## config.mk

```make
export PLATFORM = sky130hd
export DESIGN_NAME = coin_credit_unit_flat
export DESIGN_NICKNAME = d
export VERILOG_FILES = /design/src/rtl/coin_credit_pkg.sv /design/src/rtl/coin_credit_unit_if.sv /design/src/rtl/coin_edge_detect.sv /design/src/rtl/coin_credit_unit.sv /design/src/flat_wrapper.sv
export SDC_FILE = /design/constraint.sdc
export NUM_CORES = 1
export LEC_CHECK = 0
export ABC_AREA = 1
export CAP_MARGIN = 20
export CORE_ASPECT_RATIO = 1.2
export CORE_MARGIN = 2
export CORE_UTILIZATION = 55
export DETAILED_ROUTE_END_ITERATION = 16
export PLACE_DENSITY = 0.79
export SYNTH_ARGS = -nofsm -noshare
export SYNTH_HDL_FRONTEND = slang
export SYNTH_SLANG_ARGS = --single-unit
export TNS_END_PERCENT = 30
```

## constraint.sdc

```tcl
create_clock -name clk -period 5.4 [get_ports clk]
set_clock_uncertainty 0.15 [all_clocks]
set_input_delay 1.08 -clock clk [delete_from_list [all_inputs] [get_ports clk]]
set_output_delay 1.08 -clock clk [all_outputs]
set_load 0.02 [all_outputs]
```

## src/rtl/coin_credit_pkg.sv

```systemverilog
// Shared types and helpers for the coin credit unit: FSM states, default coin
// weights and a clipping adder used for both credit and change arithmetic.
package coin_credit_pkg;

  typedef enum logic [1:0] {
    IDLE     = 2'd0,
    DISPENSE = 2'd1,
    CHANGE   = 2'd2
  } state_e;

  localparam int N_COINS_DEF  = 2;
  localparam int VALUE_W_DEF  = 4;
  localparam int CREDIT_W_DEF = 8;
  localparam logic [N_COINS_DEF*VALUE_W_DEF-1:0] COIN_VALUES_DEF = {4'd5, 4'd1};

  // a + b clipped to max_v; one spare bit so the carry never wraps
  function automatic logic [31:0] sat_add(input logic [31:0] a,
                                          input logic [31:0] b,
                                          input logic [31:0] max_v);
    logic [32:0] s;
    s = {1'b0, a} + {1'b0, b};
    if (s > {1'b0, max_v}) begin
      return max_v;
    end
    return s[31:0];
  endfunction

endpackage

```

## src/rtl/coin_credit_unit_if.sv

```systemverilog
// Bundle of button, purchase and change-handshake signals between the board
// controls / dispenser logic (master) and the coin credit unit (slave).
interface coin_credit_unit_if #(
  parameter int N_COINS  = 2,
  parameter int CREDIT_W = 8
);
  logic [N_COINS-1:0]  coin_in;
  logic [CREDIT_W-1:0] price;
  logic                buy;
  logic                cancel;
  logic                change_ack;
  logic [CREDIT_W-1:0] credit;
  logic                dispense;
  logic                deny;
  logic                coin_reject;
  logic                saturated;
  logic                change_valid;
  logic [CREDIT_W-1:0] change_amount;

  modport master (
    output coin_in, price, buy, cancel, change_ack,
    input  credit, dispense, deny, coin_reject, saturated, change_valid, change_amount
  );

  modport slave (
    input  coin_in, price, buy, cancel, change_ack,
    output credit, dispense, deny, coin_reject, saturated, change_valid, change_amount
  );
endinterface

```

## src/rtl/coin_edge_detect.sv

```systemverilog
// Per-channel two-flop synchroniser followed by a registered rising-edge
// detector; each press yields exactly one single-cycle pulse on edge_o.
module coin_edge_detect #(
  parameter int WIDTH = 2
) (
  input  logic             clk,
  input  logic             reset,
  input  logic [WIDTH-1:0] raw_i,
  output logic [WIDTH-1:0] edge_o
);

  for (genvar gi = 0; gi < WIDTH; gi++) begin : g_ch
    logic sync1_q;
    logic sync2_q;
    logic prev_q;
    logic edge_q;

    always_ff @(posedge clk) begin
      if (reset) begin
        sync1_q <= 1'b0;
        sync2_q <= 1'b0;
        prev_q  <= 1'b0;
        edge_q  <= 1'b0;
      end else begin
        sync1_q <= raw_i[gi];
        sync2_q <= sync1_q;
        prev_q  <= sync2_q;
        edge_q  <= sync2_q & ~prev_q;
      end
    end

    assign edge_o[gi] = edge_q;
  end

endmodule

```

## src/rtl/coin_credit_unit.sv

```systemverilog
// Coin credit unit: weighted coin accumulation with clipping, plus the
// buy/cancel FSM that dispenses and hands back change over a valid/ack pair.
module coin_credit_unit
  import coin_credit_pkg::*;
#(
  parameter int N_COINS  = N_COINS_DEF,
  parameter int VALUE_W  = VALUE_W_DEF,
  parameter logic [N_COINS*VALUE_W-1:0] COIN_VALUES = COIN_VALUES_DEF,
  parameter int CREDIT_W = CREDIT_W_DEF
) (
  input logic               clk,
  input logic               reset,
  coin_credit_unit_if.slave bus
);

  localparam int SUM_W = CREDIT_W + 1;
  localparam logic [31:0] CRED_MAX = 32'((33'd1 << CREDIT_W) - 33'd1);

  logic [N_COINS-1:0]  coin_edge;
  logic [SUM_W-1:0]    coin_sum;
  logic [CREDIT_W-1:0] credit_add;
  logic                add_ovf;
  logic [CREDIT_W-1:0] remainder;

  state_e              state_q, state_d;
  logic [CREDIT_W-1:0] credit_q, credit_d;
  logic [CREDIT_W-1:0] price_q, price_d;
  logic [CREDIT_W-1:0] change_q, change_d;
  logic                saturated_q, saturated_d;
  logic                deny_q, deny_d;
  logic                reject_q, reject_d;

  coin_edge_detect #(.WIDTH(N_COINS)) u_edge (
    .clk    (clk),
    .reset  (reset),
    .raw_i  (bus.coin_in),
    .edge_o (coin_edge)
  );

  always_comb begin
    coin_sum = '0;
    for (int i = 0; i < N_COINS; i++) begin
      if (coin_edge[i]) begin
        coin_sum = coin_sum + SUM_W'(COIN_VALUES[i*VALUE_W +: VALUE_W]);
      end
    end
  end

  assign credit_add = CREDIT_W'(sat_add(32'(credit_q), 32'(coin_sum), CRED_MAX));
  assign add_ovf    = (32'(credit_q) + 32'(coin_sum)) > CRED_MAX;
  // credit_q already covers the price here: it was checked before the buy was taken
  assign remainder  = CREDIT_W'(sat_add(32'(credit_q) - 32'(price_q), 32'(coin_sum), CRED_MAX));

  always_ff @(posedge clk) begin
    if (reset) begin
      state_q     <= IDLE;
      credit_q    <= '0;
      price_q     <= '0;
      change_q    <= '0;
      saturated_q <= 1'b0;
      deny_q      <= 1'b0;
      reject_q    <= 1'b0;
    end else begin
      state_q     <= state_d;
      credit_q    <= credit_d;
      price_q     <= price_d;
      change_q    <= change_d;
      saturated_q <= saturated_d;
      deny_q      <= deny_d;
      reject_q    <= reject_d;
    end
  end

  always_comb begin
    state_d     = state_q;
    credit_d    = credit_q;
    price_d     = price_q;
    change_d    = change_q;
    saturated_d = saturated_q;
    deny_d      = 1'b0;
    reject_d    = 1'b0;
    unique case (state_q)
      IDLE: begin
        credit_d = credit_add;
        if (add_ovf) begin
          saturated_d = 1'b1;
        end
        if (bus.buy && (bus.price != '0) && (credit_q >= bus.price)) begin
          price_d = bus.price;
          state_d = DISPENSE;
        end else if (bus.cancel) begin
          // a coin landing on the cancel cycle is refunded rather than lost
          if (credit_q != '0) begin
            change_d = credit_add;
            credit_d = '0;
            state_d  = CHANGE;
          end
        end else if (bus.buy) begin
          deny_d = 1'b1;
        end
      end
      DISPENSE: begin
        credit_d = '0;
        if (remainder != '0) begin
          change_d = remainder;
          state_d  = CHANGE;
        end else begin
          state_d = IDLE;
        end
      end
      CHANGE: begin
        credit_d = '0;
        reject_d = |coin_edge;
        if (bus.change_ack) begin
          state_d = IDLE;
        end
      end
      default: state_d = IDLE;
    endcase
    if (credit_d == '0) begin
      saturated_d = 1'b0;
    end
  end

  assign bus.credit        = credit_q;
  assign bus.dispense      = (state_q == DISPENSE);
  assign bus.deny          = deny_q;
  assign bus.coin_reject   = reject_q;
  assign bus.saturated     = saturated_q;
  assign bus.change_valid  = (state_q == CHANGE);
  assign bus.change_amount = change_q;

endmodule
```

## src/flat_wrapper.sv

```systemverilog
// flat-port wrapper written by rule: the top's interface ports become plain ports
module coin_credit_unit_flat import coin_credit_pkg::*;
#(
  parameter int N_COINS  = N_COINS_DEF,
  parameter int VALUE_W  = VALUE_W_DEF,
  parameter logic [N_COINS*VALUE_W-1:0] COIN_VALUES = COIN_VALUES_DEF,
  parameter int CREDIT_W = CREDIT_W_DEF
)
  (clk, reset, bus_coin_in, bus_price, bus_buy, bus_cancel, bus_change_ack, bus_credit, bus_dispense, bus_deny, bus_coin_reject, bus_saturated, bus_change_valid, bus_change_amount);
  coin_credit_unit_if #(.N_COINS(N_COINS), .CREDIT_W(CREDIT_W)) bus_i ();
  input logic clk;
  input logic reset;
  input wire logic [$bits(bus_i.coin_in)-1:0] bus_coin_in;
  input wire logic [$bits(bus_i.price)-1:0] bus_price;
  input wire logic [$bits(bus_i.buy)-1:0] bus_buy;
  input wire logic [$bits(bus_i.cancel)-1:0] bus_cancel;
  input wire logic [$bits(bus_i.change_ack)-1:0] bus_change_ack;
  output wire logic [$bits(bus_i.credit)-1:0] bus_credit;
  output wire logic [$bits(bus_i.dispense)-1:0] bus_dispense;
  output wire logic [$bits(bus_i.deny)-1:0] bus_deny;
  output wire logic [$bits(bus_i.coin_reject)-1:0] bus_coin_reject;
  output wire logic [$bits(bus_i.saturated)-1:0] bus_saturated;
  output wire logic [$bits(bus_i.change_valid)-1:0] bus_change_valid;
  output wire logic [$bits(bus_i.change_amount)-1:0] bus_change_amount;
  assign bus_i.coin_in = bus_coin_in;
  assign bus_i.price = bus_price;
  assign bus_i.buy = bus_buy;
  assign bus_i.cancel = bus_cancel;
  assign bus_i.change_ack = bus_change_ack;
  assign bus_credit = bus_i.credit;
  assign bus_dispense = bus_i.dispense;
  assign bus_deny = bus_i.deny;
  assign bus_coin_reject = bus_i.coin_reject;
  assign bus_saturated = bus_i.saturated;
  assign bus_change_valid = bus_i.change_valid;
  assign bus_change_amount = bus_i.change_amount;
  coin_credit_unit #(.N_COINS(N_COINS), .VALUE_W(VALUE_W), .COIN_VALUES(COIN_VALUES), .CREDIT_W(CREDIT_W)) u_core (.clk(clk), .reset(reset), .bus(bus_i));
endmodule
```

======== Word-level counts from Yosys, hierarchy flattened ========
Cells that the tools add are included.
storage, ports and cells
  register bits ........................... 37
  latch bits .............................. 0
  bits in writable memories ............... 0
  ROM bits ................................ 0
  input port bits ......................... 15
  output and inout port bits .............. 21
  logic and storage cells ................. 80
  memories ................................ 0
operators by class
  $add $sub $neg .......................... 5
  multipliers ............................. 0
  divide/modulo/power cells ............... 0
  $lt $le $gt $ge ......................... 4
  equal/unequal tests ..................... 9
  shift operators ......................... 0
  muxes and demuxes ....................... 24
  bitwise operators ....................... 6
  reductions and logical operators ........ 17
operators by type and width
  operator                                                number
  2-to-1 mux 8 bit                                        11
  adder 32 x 9 -> 33 bit                                  1
  > comparator 33 x 8 -> 1 bit (second input constant)    1
  > comparator 32 x 8 -> 1 bit (second input constant)    1
  case mux 8 bit (2 select lines)                         2
  nonzero test 8 bit                                      3
  adder 8 x 9 -> 10 bit                                   2
  > comparator 10 x 8 -> 1 bit (second input constant)    1
  2-to-1 mux 2 bit                                        5
  2-to-1 mux 9 bit                                        1
  subtractor 8 x 8 -> 9 bit                               1
  greater-or-equal comparator 8 bit                       1
  zero test 8 bit                                         1
  OR reduction 2 bit                                      4
  inequality test 2 bit (second input constant)           3
  case mux 2 bit (3 select lines)                         1
  AND reduction 5 bit                                     1
  adder 1 x 3 -> 4 bit (second input constant)            1
  2-to-1 mux 1 bit                                        4
  inequality test 2 x 1 -> 1 bit (second input constant)  2
  NOT 1 bit                                               4
  AND reduction 2 bit                                     2
  OR reduction 4 bit                                      1
  inequality test 3 x 1 -> 1 bit (second input constant)  1
  8 further kinds                                         10

======== Depth between registers and ports, before layout ========
  depth in word-level cells ............... 13
  depth in mapped cells ................... 25

======== By module ========
A second synthesis with hierarchy kept.
second synthesis, totals
  cells, all modules ...................... 454
  area, all modules ....................... 3021.6 µm²
by module, submodules not included
  module            instances  cells each  area an instance (µm²)  sequential area each (µm²)
  coin_credit_unit  1          429         2790.2                  580.6
  coin_edge_detect  1          25          231.5                   160.2

======== Worst setup path before layout ========
OpenSTA, ideal clock, no wires.
  kind .................................... flip-flop to flip-flop
  start point ............................. reg u_core.credit_q[0], in the netlist u_core.bus.credit[0]
  end point ............................... reg u_core.change_q[3], in the netlist u_core.bus.change_amount[3]
  data arrival time ....................... 4.337 ns
  slack ................................... 0.800 ns
  cell stages (with the launch flop) ...... 22
  buffers on the path ..................... 0
  clock period less this slack ............ 4.600 ns
  path through ............................ dfxtp_1 -> inv_1 -> ha_1 -> fa_1 -> fa_1 -> or2_2 -> nand2_1 -> nand3_2 -> nor2_1 -> nand2_1 -> nor2_1 -> nand2_1 -> ha_1 -> inv_1 -> nor4_1 -> nand3_1 -> nor4_1 -> nand3_2 -> o21bai_2 -> nand4_1 -> nand2_1 -> nor2_1
between the ends
  longest elaborated chain between the ends .. 8
  elaborated cells on any way between the ends .. 22
  those cells by class .................... add/sub (3); order compare (3); eq/ne (3); mux (9); reduce/logical (4)
ends and longest elaborated chain
  item                                                                              line                                             RTL
  start: declaration                                                                coin_credit_unit.sv:26                           logic [CREDIT_W-1:0] credit_q, credit_d;
  start signal: assignment                                                          coin_credit_unit.sv:65                           credit_q <= credit_d;
  subtractor 8 x 8 -> 9 bit or adder 8 x 9 -> 10 bit (tied branches)                coin_credit_unit.sv:52, coin_credit_pkg.sv:21
  adder 32 x 9 -> 33 bit or > comparator 10 x 8 -> 1 bit (tied branches)            coin_credit_pkg.sv:21, coin_credit_pkg.sv:22
  > comparator 33 x 8 -> 1 bit or 2-to-1 mux 1 bit (tied branches)                  coin_credit_pkg.sv:22                            if (s > {1'b0, max_v}) begin
  2-to-1 mux 1 bit or 2-to-1 mux 8 bit (tied branches)                              coin_credit_pkg.sv:22, coin_credit_pkg.sv:25
  2-to-1 mux 8 bit (on tied branches)                                               coin_credit_pkg.sv:25, coin_credit_unit.sv:93
  nonzero test 8 bit or 2-to-1 mux 8 bit (tied branches)                            coin_credit_unit.sv:104, coin_credit_unit.sv:91
  inequality test 2 x 1 -> 1 bit (no line) or 2-to-1 mux 8 bit (tied branches)      -
  AND reduction 5 bit (no line) or case mux 8 bit (2 select lines) (tied branches)  -
  end signal: assignment                                                            coin_credit_unit.sv:67                           change_q <= change_d;
  end: declaration                                                                  coin_credit_unit.sv:28                           logic [CREDIT_W-1:0] change_q, change_d;
Parallel ways exist; a longest one is shown, timed or not. The select of a mux whose other input is x is not followed.
A chain may end at the register's enable or synchronous reset.

======== Final worst setup path ========
  start point ............................. reg u_core.credit_q[0], in the netlist u_core.bus.credit[0]
  end point ............................... reg u_core.change_q[6], in the netlist u_core.bus.change_amount[6]
The elaborated chain is that of the path after synthesis.

==> results.cfg <==
[status]
status = complete, no violations

[timing]
setup_viol_count_final = 0
postLayoutSetupSlackWorst_ns = 0.657
timing.fmax_mhz = 211
slew_headroom_pct = 32.6
worstMarginPinSlew_ns = 1.01
hold_viol = 0
finalMaxSlewViolations = 0
min_period_ns = 4.74
tns_ns = 0
rsz0062_at_grt = no
whs_ns = 0.237
timing.final.crit_share_pct = 87.8

[cts]
cts_tree = yes
cts_setup_buffers = 0
htreeDepth = 2
cts_made_buffers = 5
ctsHoldBuffers = 0
clock_path_buffers = 2
path_clk_slew_ns = 0.08
clkLatencyLatePin_ns = 0.30
cts_sinks = 37
cts_root_buf = clkbuf_8

[setup_path]
critPathMaxFanout = 8
cp.required_ns = 5.45
rr_startpoint = u_core.bus.credit[0]
cp-end-kind = register
cp.arrival_ns = 4.79
startpoint = u_core.bus.credit[0]
crit_type = reg2reg
worstSetupStartpointType = register

[global_route]
grt_pass1_vias = 2778
grt_max_degree = 21
track_usage_pct = 24.6
overflow = 0
antenna_found_initial = 0
grt_pass1_wl_um = 12100

[layout]
post-route-util_pct = 67.1
drive_above_1_share_pct = 8.38
final_cell_count_no_fill = 551
n_antenna_cell = 0
layout.nets = 540
areaGrowthSynthToFinish_pct = 17.7

[place]
place_ws_ns = 0.462
routabilityCongestion = 0.890
place_inst = 543
place_hpwl_um = 5540
port_buffers = 35

[power_and_ir_drop]
leakagePower_uw = 0.00181
power.density_nw_per_um2 = 199
peakVddDrop_mv = 0.187

[die]
die_w_um = 71.6
row_count = 29
dieHeight_um = 85.1
core-area_um2 = 5300
die_area_um2 = 6100
io_pins = 36
start_util_pct = 57.0

[yosys]
yosys_warnings = 0
postSynthNetCount = 502
syn_area_um2 = 3020
yosysUniqueCellTypes = 38
yosysSeqAreaShare_pct = 24.5
synthCells = 450
ys_ff_latch = 37
synth_area_per_cell_um2 = 6.71

[drt]
vias_per_cell = 5.27
totalWireLength_um = 6980
vias = 2905
postRouteAntennaNets = 0
drt_first_iter_violations = 128
wl_per_cell_um = 12.7
dr.pass1.iters = 4
drc = 0

[run]
drv_cap = 0

[worst_hold_path]
min_from = u_core.u_edge.g_ch[0].prev_q
hold_path_class = reg2reg
## area by class of cell
class / instances / area [µm²]
Clock buffer: 5 / 68.8
Fill cell: 498 / 1750
Multi-Input combinational cell: 327 / 1950
Inverter: 80 / 300
Tap cell: 62 / 77.6
Clock inverter: 3 / 46.3
Timing Repair Buffer: 37 / 365
Sequential cell: 37 / 741
## Yosys cell counts
master	count	area (µm²)
nor2_1	49	184
a21oi_1	29	145
clkbuf_1	4	15.0
dfxtp_1	37	741
a211oi_1	1	7.51
or2_2	4	25.0
buf_1	1	3.75
nand2_2	9	56.3
o22ai_1	4	25.0
nand4_1	10	62.6
a21oi_2	1	8.76
a21o_1	1	7.51
nand3b_1	2	15.0
o21bai_2	1	11.3
o2111ai_1	1	8.76
a21boi_0	1	7.51
and2_1	1	6.26
nand2_1	100	375
ha_1	34	425
nor4_1	8	50.1
nor3_1	4	20.0
fa_1	3	60.1
nand3_1	27	135
or2_1	1	6.26
buf_6	1	11.3
nor2_8	1	20.0
a21oi_4	1	16.3
nand3_2	7	70.1
nand2_4	2	22.5
and3_1	1	6.26
nand4_2	1	12.5
o21ai_0	15	75.1
a31oi_1	1	6.26
xor2_1	1	8.76
nor2_4	2	22.5
xnor2_1	3	26.3
inv_1	80	300
nand3_4	1	17.5
## metal layers
| metal | share of wire [%] | wire length, µm | track usage [%] |
|---|---|---|---|
| met1 | 44 | 3080 | 28.9 |
| met2 | 49 | 3410 | 44.6 |
| met3 | 4.9 | 343 | 4.63 |
| met4 | 2.1 | 150 | 7.38 |
| met5 | 0 | 0 | 0 |
## metrics by stage
stage	total power (µW)	area, µm²
3_3_place_gp	462	3430
2_1_floorplan	416	3020
6_report	707	3550
5_1_grt	744	3550
3_5_place_dp	467	3430
4_1_cts	707	3550
## placed cells by master, fill, tap and decap left out, types with 2 or more instances in the layout
cell type	instances
nand2_1	100
inv_1	80
nor2_1	49
dfxtp_1	37
clkdlybuf4s50_1	35
ha_1	34
a21oi_1	29
nand3_1	27
o21ai_0	15
nand4_1	10
nand2_2	9
nand3_2	7
nor4_1	7
clkbuf_8	5
or2_2	4
nor3_1	4
o22ai_1	4
xnor2_1	3
fa_1	3
nand2_4	2
nor2_4	2
nand3b_1	2
buf_4	2
## kinds of logic (layout without fill, tap and decap cells)
| family | Yosys count | after routing | synth area share, % |
|---|---|---|---|
| flops | 37 | 37 | 24.5 |
| xor+xnor | 4 | 4 | 1.16 |
| compound gates | 56 | 56 | 10.6 |
| buf+inv | 86 | 125 | 10.9 |
| simple gates | 230 | 230 | 36.7 |
| fa+ha+maj | 37 | 37 | 16.1 |
## power breakdown
group / leakage, µW / internal, µW / switching, µW
clock: 0.0000543 / 138 / 106
sequential: 0.000300 / 282 / 5.61
combinational: 0.00145 / 71.0 / 104
## state kept, by name, indices dropped and copies added, names as in the netlist, 2 cells and up
name                        flops
u_core.u_edge.g_ch.sync2_q      2
u_core.price_q                  8
u_core.u_edge.g_ch.edge_q       2
u_core.bus.change_amount        8
u_core.bus.credit               8
u_core.u_edge.g_ch.prev_q       2
u_core.state_q                  2
u_core.u_edge.g_ch.sync1_q      2
## critical path: stages, from the launching register on
cell,delay [ns]
dfxtp_1,0.39
inv_1,0.10
ha_1,0.22
fa_1,0.48
fa_1,0.42
or2_2,0.31
nand2_1,0.10
nand3_2,0.11
nor2_1,0.17
nand2_1,0.10
nor2_1,0.26
nand2_1,0.09
ha_1,0.31
inv_1,0.04
nor4_1,0.22
nand3_1,0.12
nor4_2,0.31
nand3_2,0.16
o21bai_2,0.32
nand4_1,0.14
nand2_1,0.09
nor2_1,0.04
## worst paths after layout
path | depth (start not counted) | end | slack [ns]
worst min register to register | 1 | u_core.u_edge.g_ch[0].edge_q | 0.24
worst max-delay path | 21 | u_core.bus.change_amount[6] | 0.66
worst min-delay path | 1 | u_core.u_edge.g_ch[0].edge_q | 0.24
worst max register to register | 21 | u_core.bus.change_amount[6] | 0.66
## timing repair
action,4_1_cts,5_1_grt
resized for setup,0,1
endpoints found under the setup margin,0,3
endpoints found under the hold margin,0,0
No activity file was read; power rests on OpenSTA's default activity.
